[src/rtl/serial_deser.sv]
// Parametrised serial-to-parallel deserializer with a valid/ready holding register.
// Optional even-parity frame bit enabled by defining DESER_PARITY_EN.
module serial_deser #(
    parameter int WIDTH     = 8,
    parameter int MSB_FIRST = 0,
    parameter int COUNT_W   = 8
) (
    input  logic               clk,
    input  logic               rst,
    input  logic               clear,
    input  logic               en,
    input  logic               si,
    output logic [WIDTH-1:0]   out,
    output logic               co,
    output logic [WIDTH-1:0]   data_out,
    output logic               data_valid,
    input  logic               data_ready,
    output logic               overrun,
    output logic [COUNT_W-1:0] word_count,
    output logic               parity_err
);

`ifdef DESER_PARITY_EN
    localparam int FRAME = WIDTH + 1;
`else
    localparam int FRAME = WIDTH;
`endif
    localparam int CNT_W = $clog2(FRAME);
    localparam logic [CNT_W-1:0] LAST = CNT_W'(FRAME - 1);

    typedef enum logic {StEmpty, StFull} state_e;

    state_e             state_q, state_d;
    logic [CNT_W-1:0]   cnt_q;
    logic [WIDTH-1:0]   out_q, out_d;
    logic [WIDTH-1:0]   data_q;
    logic [COUNT_W-1:0] count_q;
    logic               overrun_q, overrun_d;
    logic               data_bit;
    logic               load;

`ifdef DESER_PARITY_EN
    // The parity bit occupies the last frame slot and never enters the shift register.
    assign data_bit = (cnt_q != LAST);
`else
    assign data_bit = 1'b1;
`endif

    assign co = en && (cnt_q == LAST);

    always_comb begin
        out_d = out_q;
        if (en && data_bit) begin
            if (MSB_FIRST != 0) out_d = {out_q[WIDTH-2:0], si};
            else                out_d = {si, out_q[WIDTH-1:1]};
        end
    end

    always_comb begin
        state_d   = state_q;
        overrun_d = overrun_q;
        load      = 1'b0;
        if (clear) begin
            state_d   = StEmpty;
            overrun_d = 1'b0;
        end else begin
            unique case (state_q)
                StEmpty: begin
                    if (co) begin
                        load    = 1'b1;
                        state_d = StFull;
                    end
                end
                StFull: begin
                    if (co) begin
                        if (data_ready) load = 1'b1;
                        else            overrun_d = 1'b1;
                    end else if (data_ready) begin
                        state_d = StEmpty;
                    end
                end
            endcase
        end
    end

    always_ff @(posedge clk or posedge rst) begin
        if (rst) begin
            state_q   <= StEmpty;
            overrun_q <= 1'b0;
        end else begin
            state_q   <= state_d;
            overrun_q <= overrun_d;
        end
    end

    always_ff @(posedge clk or posedge rst) begin
        if (rst) begin
            cnt_q   <= '0;
            out_q   <= '0;
            data_q  <= '0;
            count_q <= '0;
        end else if (clear) begin
            cnt_q <= '0;
            out_q <= '0;
        end else begin
            if (en) cnt_q <= (cnt_q == LAST) ? '0 : cnt_q + CNT_W'(1);
            out_q <= out_d;
            if (co)   count_q <= count_q + COUNT_W'(1);
            // Candidate is the post-shift word; on a parity slot out_d equals out_q.
            if (load) data_q <= out_d;
        end
    end

`ifdef DESER_PARITY_EN
    logic perr_q;

    always_ff @(posedge clk or posedge rst) begin
        if (rst)       perr_q <= 1'b0;
        else if (clear) perr_q <= 1'b0;
        else if (load)  perr_q <= (^out_q) ^ si;
    end

    assign parity_err = perr_q;
`else
    assign parity_err = 1'b0;
`endif

    assign out        = out_q;
    assign data_out   = data_q;
    assign data_valid = (state_q == StFull);
    assign overrun    = overrun_q;
    assign word_count = count_q;

endmodule

[config.mk]
export PLATFORM = sky130hd
export DESIGN_NAME = serial_deser
export DESIGN_NICKNAME = d
export VERILOG_FILES = /design/src/rtl/serial_deser.sv
export SDC_FILE = /design/constraint.sdc
export NUM_CORES = 1
export LEC_CHECK = 0
export CAP_MARGIN = 40
export CORE_UTILIZATION = 30
export CTS_CLUSTER_SIZE = 20
export DETAILED_ROUTE_END_ITERATION = 8
export GPL_TIMING_DRIVEN = 0
export RECOVER_POWER = 100
export REMOVE_ABC_BUFFERS = 1
export SETUP_SLACK_MARGIN = 0.3
export SLEW_MARGIN = 15
export SYNTH_ARGS = -nofsm -noshare
export SYNTH_HDL_FRONTEND = slang
export SYNTH_SLANG_ARGS = --single-unit
[constraint.sdc]
create_clock -name clk -period 1.48 [get_ports clk]
set_input_delay 0.296 -clock clk [delete_from_list [all_inputs] [get_ports clk]]
set_output_delay 0.296 -clock clk [all_outputs]
set_load 0.005 [all_outputs]
==> qor.yml <==
grt_overflow: 0
run_status: "complete, but fails checks"
detailroute.via_count: 1000
place_worst_setup_slack_ns: -0.957
grt.total_usage_pct: 15.0
worstReg2RegStart: "cnt_q[1]$_DFFE_PP0P_"
dp_cells: 181
tritoncts.num_buffers: 5
h-tree-depth: 2
postSynthAreaPerCell_um2: 12.2
number_of_global_route_vias_before_repair: 1042
filler_cell_count: 389
stdcell_count: 217
viasPerCell: 4.61
timing.max_cap.violations: 0
worstSkewPairLatency_ns: 0.28
maxUsedRoutingLayer: "met4"
pin_count: 34
antenna_found_initial: 0
place.detailed.hpwl_um: 1770
floorplan.die.width_um: 67.1
p_per_area_mw_per_mm2: 784
hold_sp: "word_count[7]$_DFFE_PP0P_"
fin_ws_ns: -0.147
crit_path_start_kind: "register"
regToRegEndpoint: "data_out[2]$_DFFE_PP0P_"
max_clock_freq_ghz: 0.615
initial_core_utilization_pct: 31.6
timing.slew.headroom_pct: 55.3
synth-edff-count: 0
syn_inst: 104
sum_of_met3_wire_segment_lengths_after_detailed_routing_um: 205
min_period_ns: 1.63
synth.top_cell.area_share_pct: 57.0
place.port_buffers: 32
tritoncts_clock_tree: "built"
synth.largest_area_cell: "sky130_fd_sc_hd__dfrtp_1"
critical_path.endpoint_type: "register"
count_of_yosys_warnings_during_synthesis: 0
final_max_slew_viol_count: 0
nNetsFinal: 175
finish.instance_area_mm2: 0.00195
post_synth_main_area_contributors: "sky130_fd_sc_hd__dfrtp_1 (57%), sky130_fd_sc_hd__mux2_2 (8.0%), sky130_fd_sc_hd__mux2i_1 (4.7%), sky130_fd_sc_hd__nor2_1 (3.5%), sky130_fd_sc_hd__ha_1 (2.9%)"
cts_hold_repair.buffers: 0
route.layer.met1.wl_um: 1260
area_delta_synth_final_pct: 53.4
synth-seq-cells: 29
postSynth.asyncResetShare_pct: 100
tightest_slew_ns: 0.670
synthFlopType: "sky130_fd_sc_hd__dfrtp_1"
antenna-diode-count: 0
seq_area_frac_synth_pct: 57.0
cell_with_the_most_instances_after_synthesis: "sky130_fd_sc_hd__dfrtp_1"
count_of_endpoints_failing_hold_in_the_final_timing_report: 0
final_antenna_net_count: 0
grt_first_pass_wirelength_um: 4890
p_leak_uw: 0.00104
ff2ff_path_depth: 6
worst_clock_skew_ns: 0.00633
grt_start_max_net_pins: 16
multi_input_area_um2: 608
grt_setup_unrepaired: "yes"
core.rowCount: 23
initialDrtViolationCount: 39
die_area_mm2: 0.00451
timing.critical_path.arrival_ns: 1.79
drt_pre_antenna_iters: 4
holdPathEnd: "word_count[7]$_DFFE_PP0P_"
wl_met2_um: 1530
min_period_over_period_pct: 110
worst_hold_path.num_cells: 1
synthTopCellsByCount: "sky130_fd_sc_hd__dfrtp_1 (29), sky130_fd_sc_hd__nor2_1 (12), sky130_fd_sc_hd__mux2_2 (9)"
required_time_worst_endpoint_ns: 1.64
ir_drop_mv: 0.456
core-area_mm2: 0.00403
clock_path_buffers: 2
criticalPathCategory: "reg -> reg"
cts-root-buf: "sky130_fd_sc_hd__clkbuf_8"
synth_area_mm2: 0.00127
placedInstanceArea_mm2: 0.00164
detail_route.wirelength_um: 3040
register_area_um2: 727
routed_wire_length_per_instance_um: 14.0
place_congestion: 0.701
violations: "setup timing"
tritoncts_num_sinks: 29
drc: 0
ratio_of_cells_with_drive_above_1_in_the_final_layout_pct: 52.7
hold_path.class: "reg -> reg"
post-route-util_pct: 48.4
final.setup.tns_ns: -1.39
die_height_um: 67.1
critical_path_fanouts_max: 6
r2r_slack_ns: -0.15
post_synth_num_cell_types: 28
setup-violations-final: 17
worst_setup_hold_path_clk_slew_ns: 0.07
## cell families after synthesis
kind of cell               share of synthesized area, %
xor gates and xnor gates                           4.82
other                                             0.295
AOI/OAI and AO/OA                                  4.72
adders and majority gates                          2.95
and+or+nand+nor                                    13.6
DFF                                                57.0
muxes                                              12.7
buffers and inverters                              3.93
## report_power, final
group	leakage [uW]	internal [uW]	switching [uW]
Combinational	0.000601	49.2	52.4
Clock	0.0000450	325	298
Sequential	0.000396	801	5.31
Total	0.00104	1180	355
## layout make-up
| type | instances | area share, % |
|---|---|---|
| well taps | 50 | 3.21 |
| multi-input cells | 66 | 31.2 |
| clock buffers | 6 | 3.72 |
| flip-flops and latches | 29 | 37.2 |
| repair buffers | 61 | 23.6 |
| inverters | 3 | 0.577 |
| clock inverters | 2 | 0.513 |
## timing repair
| item | 4_1_cts | 5_1_grt |
|---|---|---|
| buffers inserted | 23 | 5 |
| endpoints found under the setup margin | 56 | 42 |
| endpoints found under the hold margin | 0 | 0 |
| cloned | 0 | 0 |
| pin swaps | 10 | 0 |
| resized for setup | 95 | 28 |
## stage by stage
stage | hold slack (ns) | power [uW]
final | 0.466 | 1530
after global placement | 0.460 | 896
after floorplan | 0.359 | 855
after CTS | 0.426 | 1550
after global routing | 0.491 | 1600
after detailed placement | 0.470 | 908
## registers in the layout (all words and copies together) (netlist names)
name,cells
out,8
overrun,1
data_out,8
word_count,8
data_valid,1
cnt_q,3
## worst max path at each step
stage | startpoint | end | slack [ns]
finish | cnt_q[1]$_DFFE_PP0P_ | data_out[2]$_DFFE_PP0P_ | -0.15
global route | cnt_q[1]$_DFFE_PP0P_ | data_out[2]$_DFFE_PP0P_ | -0.20
CTS | cnt_q[1]$_DFFE_PP0P_ | data_out[2]$_DFFE_PP0P_ | -0.11
detailed placement | en | data_out[0]$_DFFE_PP0P_ | -0.96
global placement | en | data_out[0]$_DFFE_PP0P_ | -0.93
floorplan | cnt_q[0]$_DFFE_PP0P_ | data_out[0]$_DFFE_PP0P_ | -0.07
## critical path: stages, from the launching register on
cell                       delay [ns]
sky130_fd_sc_hd__dfrtp_1         0.37
sky130_fd_sc_hd__ha_2            0.21
sky130_fd_sc_hd__ha_4            0.15
sky130_fd_sc_hd__buf_6           0.10
sky130_fd_sc_hd__nand3b_4        0.14
sky130_fd_sc_hd__nor2_4          0.22
sky130_fd_sc_hd__mux2_4          0.32
## layout by cell type (no fill, tap or decap), types with 4 or more instances in the layout
cell type                  count
sky130_fd_sc_hd__nor2_1       10
sky130_fd_sc_hd__dfrtp_1      28
sky130_fd_sc_hd__clkbuf_2     19
sky130_fd_sc_hd__buf_6         5
sky130_fd_sc_hd__clkbuf_8      5
sky130_fd_sc_hd__mux2_4        5
sky130_fd_sc_hd__mux2i_1       6
sky130_fd_sc_hd__nor2b_1       4
sky130_fd_sc_hd__mux2_2        4
sky130_fd_sc_hd__xor2_1        4
sky130_fd_sc_hd__buf_4        23
sky130_fd_sc_hd__buf_2         6
## routing by layer
layer	track usage (%)	vias to the layer above
met2	24.8	36
met3	6.16	8
met4	4.79	0
met5	0	-
met1	17.4	483
li1	-	473
(Power assumes the default switching activity.)
